`src/rtl/rv_ctl.sv`:
```
// ---------------------------------------------------------------------------
// rv_ctl -- multi-cycle RV32I-subset control unit
//
// Purpose:
//   Moore-style FSM (FETCH, DECODE, EXEC, MEM, WB, HALT) that sequences a
//   multi-cycle datapath. Outputs come from the current state, qualified by
//   the decoded instruction, the ALU zero flag and the memory ready strobes.
//   Illegal opcodes send the core to HALT, where it stays until reset.
//
// Ports:
//   clk, rst          clock; asynchronous active-high reset
//   instr[31:0]       instruction register contents
//   zero              ALU result is zero (from this cycle's controls)
//   imem_ready        instruction memory completes this cycle
//   dmem_ready        data memory completes this cycle
//   pcsourse          next-PC select (0 = PC+4, 1 = ALUOUT)
//   pcwrite, pccen    PC write enable, PC-copy (PCC) capture enable
//   irwrite           instruction register load
//   regwen            register file write enable
//   mdrwrite          memory data register load
//   dmem_we           data memory write enable
//   wbsel[1:0]        write-back source (0 = MDR, 1 = ALUOUT, 2 = PC)
//   immsel[1:0]       immediate format (0 = J, 1 = B, 2 = S, 3 = I)
//   asel, bsel        ALU operand selects (A: 0 = reg A, 1 = PCC;
//                     B: 0 = reg B, 1 = IMM)
//   alusel[3:0]       ALU function code
//   halted            illegal instruction seen, core stopped
//   instret[31:0]     retired-instruction counter (only with
//                     RV_CTL_INSTRET_EN defined)
//
// Build option:
//   RV_CTL_INSTRET_EN -- adds the instret output and its counter.
// ---------------------------------------------------------------------------
module rv_ctl (
  input  logic        clk,
  input  logic        rst,
  input  logic [31:0] instr,
  input  logic        zero,
  input  logic        imem_ready,
  input  logic        dmem_ready,
  output logic        pcsourse,
  output logic        pcwrite,
  output logic        pccen,
  output logic        irwrite,
  output logic        regwen,
  output logic        mdrwrite,
  output logic        dmem_we,
  output logic [1:0]  wbsel,
  output logic [1:0]  immsel,
  output logic        asel,
  output logic        bsel,
  output logic [3:0]  alusel,
  output logic        halted
`ifdef RV_CTL_INSTRET_EN
  ,
  output logic [31:0] instret
`endif
);

  localparam logic [2:0] S_FETCH  = 3'd0;
  localparam logic [2:0] S_DECODE = 3'd1;
  localparam logic [2:0] S_EXEC   = 3'd2;
  localparam logic [2:0] S_MEM    = 3'd3;
  localparam logic [2:0] S_WB     = 3'd4;
  localparam logic [2:0] S_HALT   = 3'd5;

  localparam logic [6:0] OP_R     = 7'b0110011;
  localparam logic [6:0] OP_IALU  = 7'b0010011;
  localparam logic [6:0] OP_LOAD  = 7'b0000011;
  localparam logic [6:0] OP_STORE = 7'b0100011;
  localparam logic [6:0] OP_BR    = 7'b1100011;
  localparam logic [6:0] OP_JAL   = 7'b1101111;

  localparam logic [3:0] ALU_ADD  = 4'd0;
  localparam logic [3:0] ALU_SUB  = 4'd1;
  localparam logic [3:0] ALU_SLL  = 4'd2;
  localparam logic [3:0] ALU_SLT  = 4'd3;
  localparam logic [3:0] ALU_SLTU = 4'd4;
  localparam logic [3:0] ALU_XOR  = 4'd5;
  localparam logic [3:0] ALU_SRL  = 4'd6;
  localparam logic [3:0] ALU_SRA  = 4'd7;
  localparam logic [3:0] ALU_OR   = 4'd8;
  localparam logic [3:0] ALU_AND  = 4'd9;

  localparam logic [1:0] IMM_J = 2'd0;
  localparam logic [1:0] IMM_B = 2'd1;
  localparam logic [1:0] IMM_S = 2'd2;
  localparam logic [1:0] IMM_I = 2'd3;

  localparam logic [1:0] WB_MDR = 2'd0;
  localparam logic [1:0] WB_ALU = 2'd1;
  localparam logic [1:0] WB_PC  = 2'd2;

  logic [2:0] r_state;
  logic [2:0] w_next;

  logic [6:0] w_opcode;
  logic [2:0] w_funct3;
  logic       w_isR;
  logic       w_isI;
  logic       w_isLw;
  logic       w_isSw;
  logic       w_isBr;
  logic       w_isJal;
  logic       w_legal;
  logic       w_brTaken;
  logic [3:0] w_aluOp;
  logic       w_unused;

  assign w_opcode = instr[6:0];
  assign w_funct3 = instr[14:12];

  // Only the opcode, funct3 and instr[30] steer control; the register and
  // immediate fields are consumed by the datapath.
  assign w_unused = ^{instr[31], instr[29:15], instr[11:7]};

  assign w_isR   = (w_opcode == OP_R);
  assign w_isI   = (w_opcode == OP_IALU);
  assign w_isLw  = (w_opcode == OP_LOAD)  && (w_funct3 == 3'b010);
  assign w_isSw  = (w_opcode == OP_STORE) && (w_funct3 == 3'b010);
  assign w_isBr  = (w_opcode == OP_BR)    && (w_funct3[2:1] == 2'b00);
  assign w_isJal = (w_opcode == OP_JAL);
  assign w_legal = w_isR | w_isI | w_isLw | w_isSw | w_isBr | w_isJal;

  // funct3[0] separates BNE (taken on non-zero) from BEQ (taken on zero).
  assign w_brTaken = w_funct3[0] ? ~zero : zero;

  // ALU function for R and I-ALU ops; instr[30] only picks SUB for R-type,
  // while it picks SRA for both formats.
  always_comb begin
    w_aluOp = ALU_ADD;
    case (w_funct3)
      3'b000:  w_aluOp = (w_isR && instr[30]) ? ALU_SUB : ALU_ADD;
      3'b001:  w_aluOp = ALU_SLL;
      3'b010:  w_aluOp = ALU_SLT;
      3'b011:  w_aluOp = ALU_SLTU;
      3'b100:  w_aluOp = ALU_XOR;
      3'b101:  w_aluOp = instr[30] ? ALU_SRA : ALU_SRL;
      3'b110:  w_aluOp = ALU_OR;
      default: w_aluOp = ALU_AND;
    endcase
  end

  // State register; reset lands in FETCH so the first fetch happens in the
  // first cycle after release.
  always_ff @(posedge clk or posedge rst) begin
    if (rst) r_state <= S_FETCH;
    else     r_state <= w_next;
  end

  // Next state and control outputs. Everything defaults to 0, and while rst
  // is high the outputs stay at their defaults so an aborted instruction
  // cannot write the register file or memory.
  always_comb begin
    w_next   = r_state;
    pcsourse = 1'b0;
    pcwrite  = 1'b0;
    pccen    = 1'b0;
    irwrite  = 1'b0;
    regwen   = 1'b0;
    mdrwrite = 1'b0;
    dmem_we  = 1'b0;
    wbsel    = WB_MDR;
    immsel   = IMM_J;
    asel     = 1'b0;
    bsel     = 1'b0;
    alusel   = ALU_ADD;
    halted   = 1'b0;
    if (!rst) begin
      case (r_state)
        S_FETCH: begin
          if (imem_ready) begin
            irwrite = 1'b1;
            pccen   = 1'b1;
            pcwrite = 1'b1;
            w_next  = S_DECODE;
          end
        end
        S_DECODE: begin
          // Speculatively compute PCC + imm for branch/JAL targets.
          asel   = 1'b1;
          bsel   = 1'b1;
          alusel = ALU_ADD;
          if (w_opcode == OP_BR)       immsel = IMM_B;
          else if (w_opcode == OP_JAL) immsel = IMM_J;
          else                         immsel = IMM_I;
          w_next = w_legal ? S_EXEC : S_HALT;
        end
        S_EXEC: begin
          if (w_isR) begin
            alusel = w_aluOp;
            w_next = S_WB;
          end else if (w_isI) begin
            bsel   = 1'b1;
            immsel = IMM_I;
            alusel = w_aluOp;
            w_next = S_WB;
          end else if (w_isLw || w_isSw) begin
            bsel   = 1'b1;
            immsel = w_isSw ? IMM_S : IMM_I;
            alusel = ALU_ADD;
            w_next = S_MEM;
          end else if (w_isBr) begin
            alusel   = ALU_SUB;
            pcwrite  = w_brTaken;
            pcsourse = w_brTaken;
            w_next   = S_FETCH;
          end else if (w_isJal) begin
            wbsel    = WB_PC;
            regwen   = 1'b1;
            pcwrite  = 1'b1;
            pcsourse = 1'b1;
            w_next   = S_FETCH;
          end else begin
            w_next = S_HALT;
          end
        end
        S_MEM: begin
          // Only LW and SW reach MEM.
          if (dmem_ready) begin
            if (w_isLw) begin
              mdrwrite = 1'b1;
              w_next   = S_WB;
            end else begin
              dmem_we = 1'b1;
              w_next  = S_FETCH;
            end
          end
        end
        S_WB: begin
          regwen = 1'b1;
          wbsel  = w_isLw ? WB_MDR : WB_ALU;
          w_next = S_FETCH;
        end
        S_HALT: begin
          halted = 1'b1;
        end
        default: begin
          w_next = S_FETCH;
        end
      endcase
    end
  end

`ifdef RV_CTL_INSTRET_EN
  logic        w_retire;
  logic [31:0] r_instret;

  // An instruction retires in its last cycle: EXEC for branch/JAL, the
  // completing MEM cycle for SW, and WB for everything else.
  assign w_retire = ((r_state == S_EXEC) && (w_isBr || w_isJal)) ||
                    ((r_state == S_MEM) && w_isSw && dmem_ready) ||
                    (r_state == S_WB);

  always_ff @(posedge clk or posedge rst) begin
    if (rst)           r_instret <= 32'd0;
    else if (w_retire) r_instret <= r_instret + 32'd1;
  end

  assign instret = r_instret;
`endif

endmodule

```
`config.mk`:
```
export PLATFORM = sky130hd
export DESIGN_NAME = rv_ctl
export DESIGN_NICKNAME = d
export VERILOG_FILES = /design/src/rtl/rv_ctl.sv
export SDC_FILE = /design/constraint.sdc
export NUM_CORES = 1
export LEC_CHECK = 0
export ABC_AREA = 1
export ABC_CLOCK_PERIOD_IN_PS = 2400
export CAP_MARGIN = 30
export CORE_MARGIN = 2
export CORE_UTILIZATION = 36
export CTS_BUF_LIST = sky130_fd_sc_hd__clkbuf_4 sky130_fd_sc_hd__clkbuf_8
export CTS_CLUSTER_DIAMETER = 50
export DETAILED_ROUTE_END_ITERATION = 7
export GPL_ROUTABILITY_DRIVEN = 0
export GPL_TIMING_DRIVEN = 1
export PLACE_DENSITY = 0.87
export SYNTH_ARGS = -nofsm -noshare
export SYNTH_HDL_FRONTEND = slang
export SYNTH_SLANG_ARGS = --single-unit
```
`constraint.sdc`:
```
create_clock -name clk -period 2.4 [get_ports clk]
set_input_delay 0.24 -clock clk [delete_from_list [all_inputs] [get_ports clk]]
set_output_delay 0.24 -clock clk [all_outputs]
set_load 0.02 [all_outputs]
```
== Word-level counts from Yosys, hierarchy flattened ==
Cells that the tools add are included.

* Word-level logic and storage cells: 108
* Register bits: 3
* Bits of input ports: 37
* Output and inout port bits: 18

* Reductions and logical operators: 9
* Mux-type cells: 71
* Bitwise gates (word level): 8
* Eq/ne operators: 19

{| class="wikitable"
|+ Operators with widths
! kind !! number
|-
| 1-bit 2-to-1 mux || 39
|-
| 4-bit case mux with 7 select lines || 1
|-
| 3-bit 2-to-1 mux || 9
|-
| 2-bit 2-to-1 mux || 12
|-
| 4-bit 2-to-1 mux || 4
|-
| 3-bit == test, second input constant || 5
|-
| 3-bit case mux with 5 select lines || 1
|-
| 7-bit by 6-bit == test with 1-bit output, second input constant || 2
|-
| 7-bit == test, second input constant || 2
|-
| 3-bit by 2-bit == test with 1-bit output, second input constant || 4
|-
| 2-bit case mux with 2 select lines || 2
|-
| 7-bit by 2-bit == test with 1-bit output, second input constant || 1
|-
| 7-bit by 5-bit == test with 1-bit output, second input constant || 1
|-
| 3-bit by 1-bit == test with 1-bit output, second input constant || 2
|-
| 3-bit zero test || 2
|-
| 1-bit case mux with 2 select lines || 3
|-
| 1-bit bitwise OR || 5
|-
| 1-bit logical AND || 4
|-
| 2-bit != test, second input constant || 2
|-
| 4-bit AND reduction || 1
|-
| 1-bit NOT || 3
|-
| 2-bit zero test || 1
|-
| 1-bit logical OR || 1
|}

== Logic depth before layout (Yosys ltp) ==
Gate-level depths: netlist of the first run.

* Depth in word-level cells: 8
* Depth in mapped cells: 11
* Depth with buffers taken out: 11

== Worst setup path after synthesis of the first run ==
OpenSTA, ideal clock, no wires.

* Kind: register -> output
* Start: register r_state[2]
* End: output pccen
* Buffers on the path: 1
* Data required time: 2.160 ns
* Path slack: 0.891 ns
* Data arrival time: 1.269 ns
* Stages on the path, launching flop included: 7
* Cells stage by stage: dfrtp_1 -> nor2_1 -> nand2_1 -> inv_1 -> nand2_1 -> nor2_1 -> buf_4

* Longest elaborated chain between the ends: 3

{| class="wikitable"
|+ RTL lines
! what !! line !! RTL
|-
| from (decl) || 94 || <nowiki>logic [2:0] r_state;</nowiki>
|-
| from (signal assigned) || 148 || <nowiki>else r_state <= w_next;</nowiki>
|-
| 3-bit zero test || -- ||
|-
| 1-bit 2-to-1 mux (2 in a row) || -- ||
|-
| to (decl) || 43 || <nowiki>output logic pccen,</nowiki>
|}

Every way passes these cells.

== Final worst setup path of the first run ==
* Start: register r_state[2]
* End: output regwen

* Longest elaborated chain between the ends: 3
* Elaborated cells between the ends (all ways): 4
* Classes of those cells: eq/ne (2); mux (2)

{| class="wikitable"
|+ RTL lines
! what !! line !! RTL
|-
| 3-bit == test or 3-bit by 2-bit == test with 1-bit output (tied branches) || 170 || <nowiki>case (r_state)</nowiki>
|-
| 1-bit case mux with 2 select lines * || 170 ||
|-
| 1-bit 2-to-1 mux * || 169 || <nowiki>if (!rst) begin</nowiki>
|-
| to (decl) || 45 || <nowiki>output logic regwen,</nowiki>
|}

Every way passes the cells marked *; elsewhere a longest branch is shown, timed or not.

==> results of run 1 <==
worst max-delay path, stage by stage, from the launching register on:
cell             delay (ns)
dfrtp_1                0.47
nor2_1                 0.17
nand2_1                0.11
inv_2                  0.10
nand3_1                0.16
o22ai_1                0.18
clkdlybuf4s50_1        0.64
layer usage:
layer,GRT usage (%),part of all wire (%),vias up
li1,-,-,501
met1,23.8,42,409
met2,33.1,51,39
met3,2.26,6.6,3
met4,5.95,0.83,0
met5,0,0,-
cell type report:
| cell class | instances | area [um^2] |
|---|---|---|
| tap | 25 | 31.3 |
| sequential | 3 | 75.1 |
| fill | 165 | 611 |
| multi-input combinational | 106 | 523 |
| timing repair buffer | 41 | 412 |
| inverter | 22 | 82.6 |
| clock buffer | 4 | 30.0 |
Yosys cell counts (3+ instances only):
| cell | instances | share of area [%] |
|---|---|---|
| a21oi_1 | 4 | 2.9 |
| dfrtp_1 | 3 | 11 |
| inv_1 | 15 | 8.2 |
| inv_2 | 6 | 3.3 |
| nand2_1 | 40 | 22 |
| nand2_2 | 6 | 5.5 |
| nand3_1 | 9 | 6.5 |
| nor2_1 | 25 | 14 |
| nor2_2 | 3 | 2.7 |
| nor3_1 | 4 | 2.9 |
| o21ai_0 | 4 | 2.9 |
worst paths after layout:
| kind | startpoint | endpoint | slack, ns | cells past startpoint |
|---|---|---|---|---|
| worst max register to register | r_state[0] | r_state[0] | 1.09 | 9 |
| max in group asynchronous | rst | r_state[0] | 1.92 | 3 |
| worst max-delay path | r_state[2] | regwen | 0.1 | 6 |
| worst min register to register | r_state[0] | r_state[0] | 0.55 | 2 |
| min in group clk | r_state[0] | r_state[0] | 0.55 | 2 |
| worst min-delay path | rst | r_state[1] | 0.38 | 3 |
metrics by stage:
step           power (uW)  hold WS, ns  utilization (%)
2_1_floorplan         316        0.165                -
3_3_place_gp          448        0.518             62.2
3_5_place_dp          462        0.545             62.2
4_1_cts               563        0.375             63.8
5_1_grt               613        0.416             65.4
6_report              565        0.377             65.4
cell families (layout without fill, tap and decap cells):
family / Yosys count / count (layout) / share of synthesized area, %
DFF: 3 / 3 / 10.9
and+or+nand+nor: 94 / 94 / 64.9
buffers and inverters: 24 / 67 / 13.8
AOI/OAI and AO/OA: 11 / 11 / 9.09
xor gates and xnor gates: 1 / 1 / 1.27
report_power, final:
part | total, uW | switching (uW) | internal [uW] | leakage, uW
clock network | 98.8 | 25.3 | 73.5 | 0.0000184
registers | 98.4 | 30.4 | 68.0 | 0.0000393
logic | 368 | 208 | 160 | 0.000680
what timing repair did:
action	4_1_cts	5_1_grt
gates cloned	0	0
endpoints found under the hold margin	0	0
setup endpoints to repair	1	9
gates resized for setup	1	10
==> reports/qor.csv, run 1 <==
metric,value,unit
Clock Latency Late Sink,0.23,ns
"Min Clock Period, post-route",2.30,ns
Tot GR Track Use,18.9,%
maximum fanout along the worst path,7,
Synthesized Nets,170,
final WL,2050,um
initial antenna violation count,0,
clock buffer count from CTS,3,
Final ANT Viol Nets,0,
TritonCTS clock tree,yes,
CTS Hold Bufs,0,
crit path DAT,2.06,ns
post-detailed-route wirelength per cell,10.2,um
Slew headroom,81.1,%
n_diodes,0,
Synth Area per Inst,5.17,um^2
Post-synth EDFFs,0,
Yosys cell types,25,
dpl ws,-0.0133,ns
DR vias/cell,4.74,
most frequent cells in the layout,"nand2_1 (40), nor2_1 (25), clkdlybuf4s50_1 (23)",
synthesized cell area,688,um^2
period utilization,95.8,%
DR DRC count,0,
Critical Path Sink Type,output port,
vias,952,
clock buffer depth,2,
VDD IR-drop max,0.000251,V
Cells after Synth,133,
Power Dens Cells,490,nW/um^2
Iter 0 DRT Violations,20,
H-tree depth,1,
"Seq/Total Area, Yosys",10.9,%
largest net degree at the start of global routing,9,
register bit total from synthesis,3,
"Setup Fix Bufs, Post-CTS",0,
fin area,1150,um^2
Top reg by flops,r_state,
pin slew with the least headroom to its limit,0.283,ns
total gr overflow,0,
Pre-Repair DR Iteration Count,5,
Initial Util,39.0,%
number of global-route vias before repair,808,
Die H,47.7,um
RSZ-0062 raised after global routing,no,
share of layout cells above drive strength 1,18.8,%
WS Path Type,reg2out,
Inst Count DP,197,
Ports,55,
Largest regs,r_state: 3 flops,
"most common cell after layout, fill and taps aside",nand2_1,
Final TNS setup,0,ns
P&R area growth vs syn,67.6,%
Syn. warnings,0,
Synth Flop Type,dfrtp_1,
clk slew on worst S/H paths,0.04,ns
CTS root buffer,clkbuf_4,
clock sinks,3,
core area,1760,um^2
CP required,2.16,ns
Final Skew,0.00427,ns
final hold violation count,0,
HP Class,in2async,
count of pins over their slew limit,0,
Post-Layout Cell Count,201,
Post-synth ARST share,100,%
P_leak,0.000738,uW
HPWL Detailed,1700,um
status,"finished, final reports clean",
Critical Path Start Type,register,
Largest register FFs,3,
die extent in x,47.7,um
max cap viols,0,
final setup violating endpoints,0,
fin nets,214,
Core Rows,15,
first-pass GRT wire length,3140,um
port buffer count,33,
post-placement cell area,1100,um^2
f_max,0.435,GHz
setup ws final,0.0996,ns
die footprint,2280,um^2
(Power assumes the default switching activity.)
==> run 2: changes to the inputs <==
--- a/config.mk
+++ b/config.mk
@@ -6,14 +6,13 @@
 export NUM_CORES = 1
 export LEC_CHECK = 0
 export ABC_AREA = 1
-export ABC_CLOCK_PERIOD_IN_PS = 2400
+export ABC_CLOCK_PERIOD_IN_PS = 3000
 export CAP_MARGIN = 30
 export CORE_MARGIN = 2
 export CORE_UTILIZATION = 36
 export CTS_BUF_LIST = sky130_fd_sc_hd__clkbuf_4 sky130_fd_sc_hd__clkbuf_8
 export CTS_CLUSTER_DIAMETER = 50
 export DETAILED_ROUTE_END_ITERATION = 7
-export GPL_ROUTABILITY_DRIVEN = 0
 export GPL_TIMING_DRIVEN = 1
 export PLACE_DENSITY = 0.87
 export SYNTH_ARGS = -nofsm -noshare
==> constraint.sdc (replaced) <==
create_clock -name clk -period 3 [get_ports clk]
set_input_delay 0.3 -clock clk [delete_from_list [all_inputs] [get_ports clk]]
set_output_delay 0.3 -clock clk [all_outputs]
set_load 0.02 [all_outputs]
==> reports/qor.csv, run 2 (synthesized netlist as in run 1, its figures left out) <==
metric,value,unit
Tot GR Track Use,17.9,%
clk slew on worst S/H paths,0.05,ns
clock buffer count from CTS,3,
CP Cell Sequence,clkdlybuf4s50_1 > clkinv_1 > nand2_1 > a21oi_1 > or2_1 > clkdlybuf4s50_1,
post-detailed-route wirelength per cell,9.60,um
total gr overflow,0,
Sw Ratio,46.8,%
Final Skew,0.0127,ns
Pre-Repair DR Iteration Count,4,
fin nets,206,
vias,913,
f_max,0.388,GHz
core area,1760,um^2
"Min Clock Period, post-route",2.58,ns
CP required,2.70,ns
Final ANT Viol Nets,0,
Ports,55,
final hold violation count,0,
Die H,47.7,um
Final GP Congestion,0.834,
dpl ws,0.408,ns
Critical Path Start Type,input port,
"most common cell after layout, fill and taps aside",nand2_1,
first-pass GRT wire length,2990,um
Iter 0 DRT Violations,18,
Initial Util,39.0,%
share of layout cells above drive strength 1,14.3,%
largest net degree at the start of global routing,9,
Crit-path slowest cell,clkdlybuf4s50_1,
port buffer count,33,
Int Pwr,238,uW
Seq pwr share,16.9,%
HP Class,in2async,
H-tree depth,1,
combinational share of power,64.0,%
Final TNS setup,0,ns
initial antenna violation count,0,
P&R area growth vs syn,55.1,%
final setup violating endpoints,0,
crit path DAT,2.28,ns
CTS Hold Bufs,0,
Switch Pwr,209,uW
RSZ-0062 raised after global routing,no,
final WL,1850,um
Core Rows,15,
Slew headroom,79.1,%
Top reg by flops,r_state,
P_leak,0.000536,uW
maximum fanout along the worst path,8,
pin slew with the least headroom to its limit,0.311,ns
die footprint,2280,um^2
Clock Latency Late Sink,0.25,ns
Largest regs,r_state: 3 flops,
Largest register FFs,3,
post-cts sizing count,0,
crit-path most repeated cell,clkdlybuf4s50_1,
period utilization,85.9,%
Power Dens Cells,420,nW/um^2
count of pins over their slew limit,0,
clock sinks,3,
VDD IR-drop max,0.000223,V
WS Path Type,in2out,
delay of the slowest critical-path stage,0.62,ns
most frequent cells in the layout,"nand2_1 (40), clkdlybuf4s50_1 (33), nor2_1 (25)",
Critical Path Sink Type,output port,
DR DRC count,0,
status,"finished, final reports clean",
DR vias/cell,4.73,
setup ws final,0.423,ns
"Setup Fix Bufs, Post-CTS",0,
n_diodes,0,
Post-Layout Cell Count,193,
die extent in x,47.7,um
Inst Count DP,189,
number of global-route vias before repair,771,
HPWL Detailed,1560,um
clock buffer depth,2,
TritonCTS clock tree,yes,
max cap viols,0,
CTS root buffer,clkbuf_4,
Clock power frac,19.1,%
run 2: cell count changes in the layout (fill, tap and decap cells not counted), sizes merged:
cell,previous run,this run
buf,8,0
clkdlybuf4s50,23,33
dlygate4sd2,1,0
dlymetal6s2s,9,0
run 2: path summary, 6_finish.rpt:
check	end	cells past startpoint	startpoint	slack, ns
max in group asynchronous	r_state[0]	2	rst	2.35
worst max register to register	r_state[0]	7	r_state[2]	1.72
min in group clk	r_state[0]	2	r_state[0]	0.55
worst min-delay path	r_state[1]	2	rst	0.46
worst max-delay path	immsel[0]	6	rst	0.42
worst min register to register	r_state[0]	2	r_state[0]	0.55
run 2: final cells by class:
cell class | count | area [um^2]
Clock buffer | 4 | 30.0
Multi-Input combinational cell | 106 | 518
Timing Repair Buffer | 33 | 330
Sequential cell | 3 | 75.1
Fill cell | 179 | 697
Inverter | 22 | 82.6
Tap cell | 25 | 31.3
run 2: power by group through the flow:
| stage | Sequential (uW) | Clock, uW | Combinational (uW) |
|---|---|---|---|
| after CTS | 74.4 | 86.3 | 288 |
| after floorplan | 70.2 | 0 | 183 |
| after global placement | 73.0 | 0 | 279 |
| after detailed placement | 74.9 | 0 | 285 |
| after global routing | 76.8 | 91.1 | 316 |
| final | 75.7 | 85.5 | 287 |
run 2: metrics by stage:
stage               cell area (um^2)  hold slack (ns)  power [uW]  util [%]
floorplan                        688            0.225         253         -
global placement                1040            0.519         352      58.8
detailed placement              1040            0.530         360      58.8
CTS                             1070            0.469         448      60.5
global route                    1070            0.512         483      60.5
finish                          1070            0.462         448      60.5
run 2: critical path, delay by kind of cell:
family | cells | cell delay [ns]
AO/OA/AOI/OAI | 1 | 0.07
buffers and inverters | 3 | 1.47
AND/OR/NAND/NOR | 2 | 0.43
run 2: per-layer routing:
layer	vias up	track usage [%]	part of all wire, %
li1	480	-	-
met1	399	20.9	43
met2	34	32.5	50
met3	0	4.91	6.8
met4	0	3.24	0
met5	-	0	0
==> run 3: changes to the inputs <==
--- a/config.mk
+++ b/config.mk
@@ -13,6 +13,7 @@
 export CTS_BUF_LIST = sky130_fd_sc_hd__clkbuf_4 sky130_fd_sc_hd__clkbuf_8
 export CTS_CLUSTER_DIAMETER = 50
 export DETAILED_ROUTE_END_ITERATION = 7
+export GPL_ROUTABILITY_DRIVEN = 0
 export GPL_TIMING_DRIVEN = 1
 export PLACE_DENSITY = 0.87
 export SYNTH_ARGS = -nofsm -noshare
==> results of run 3 <==
Final layout, timing and power as in run 2 (identical DEF).
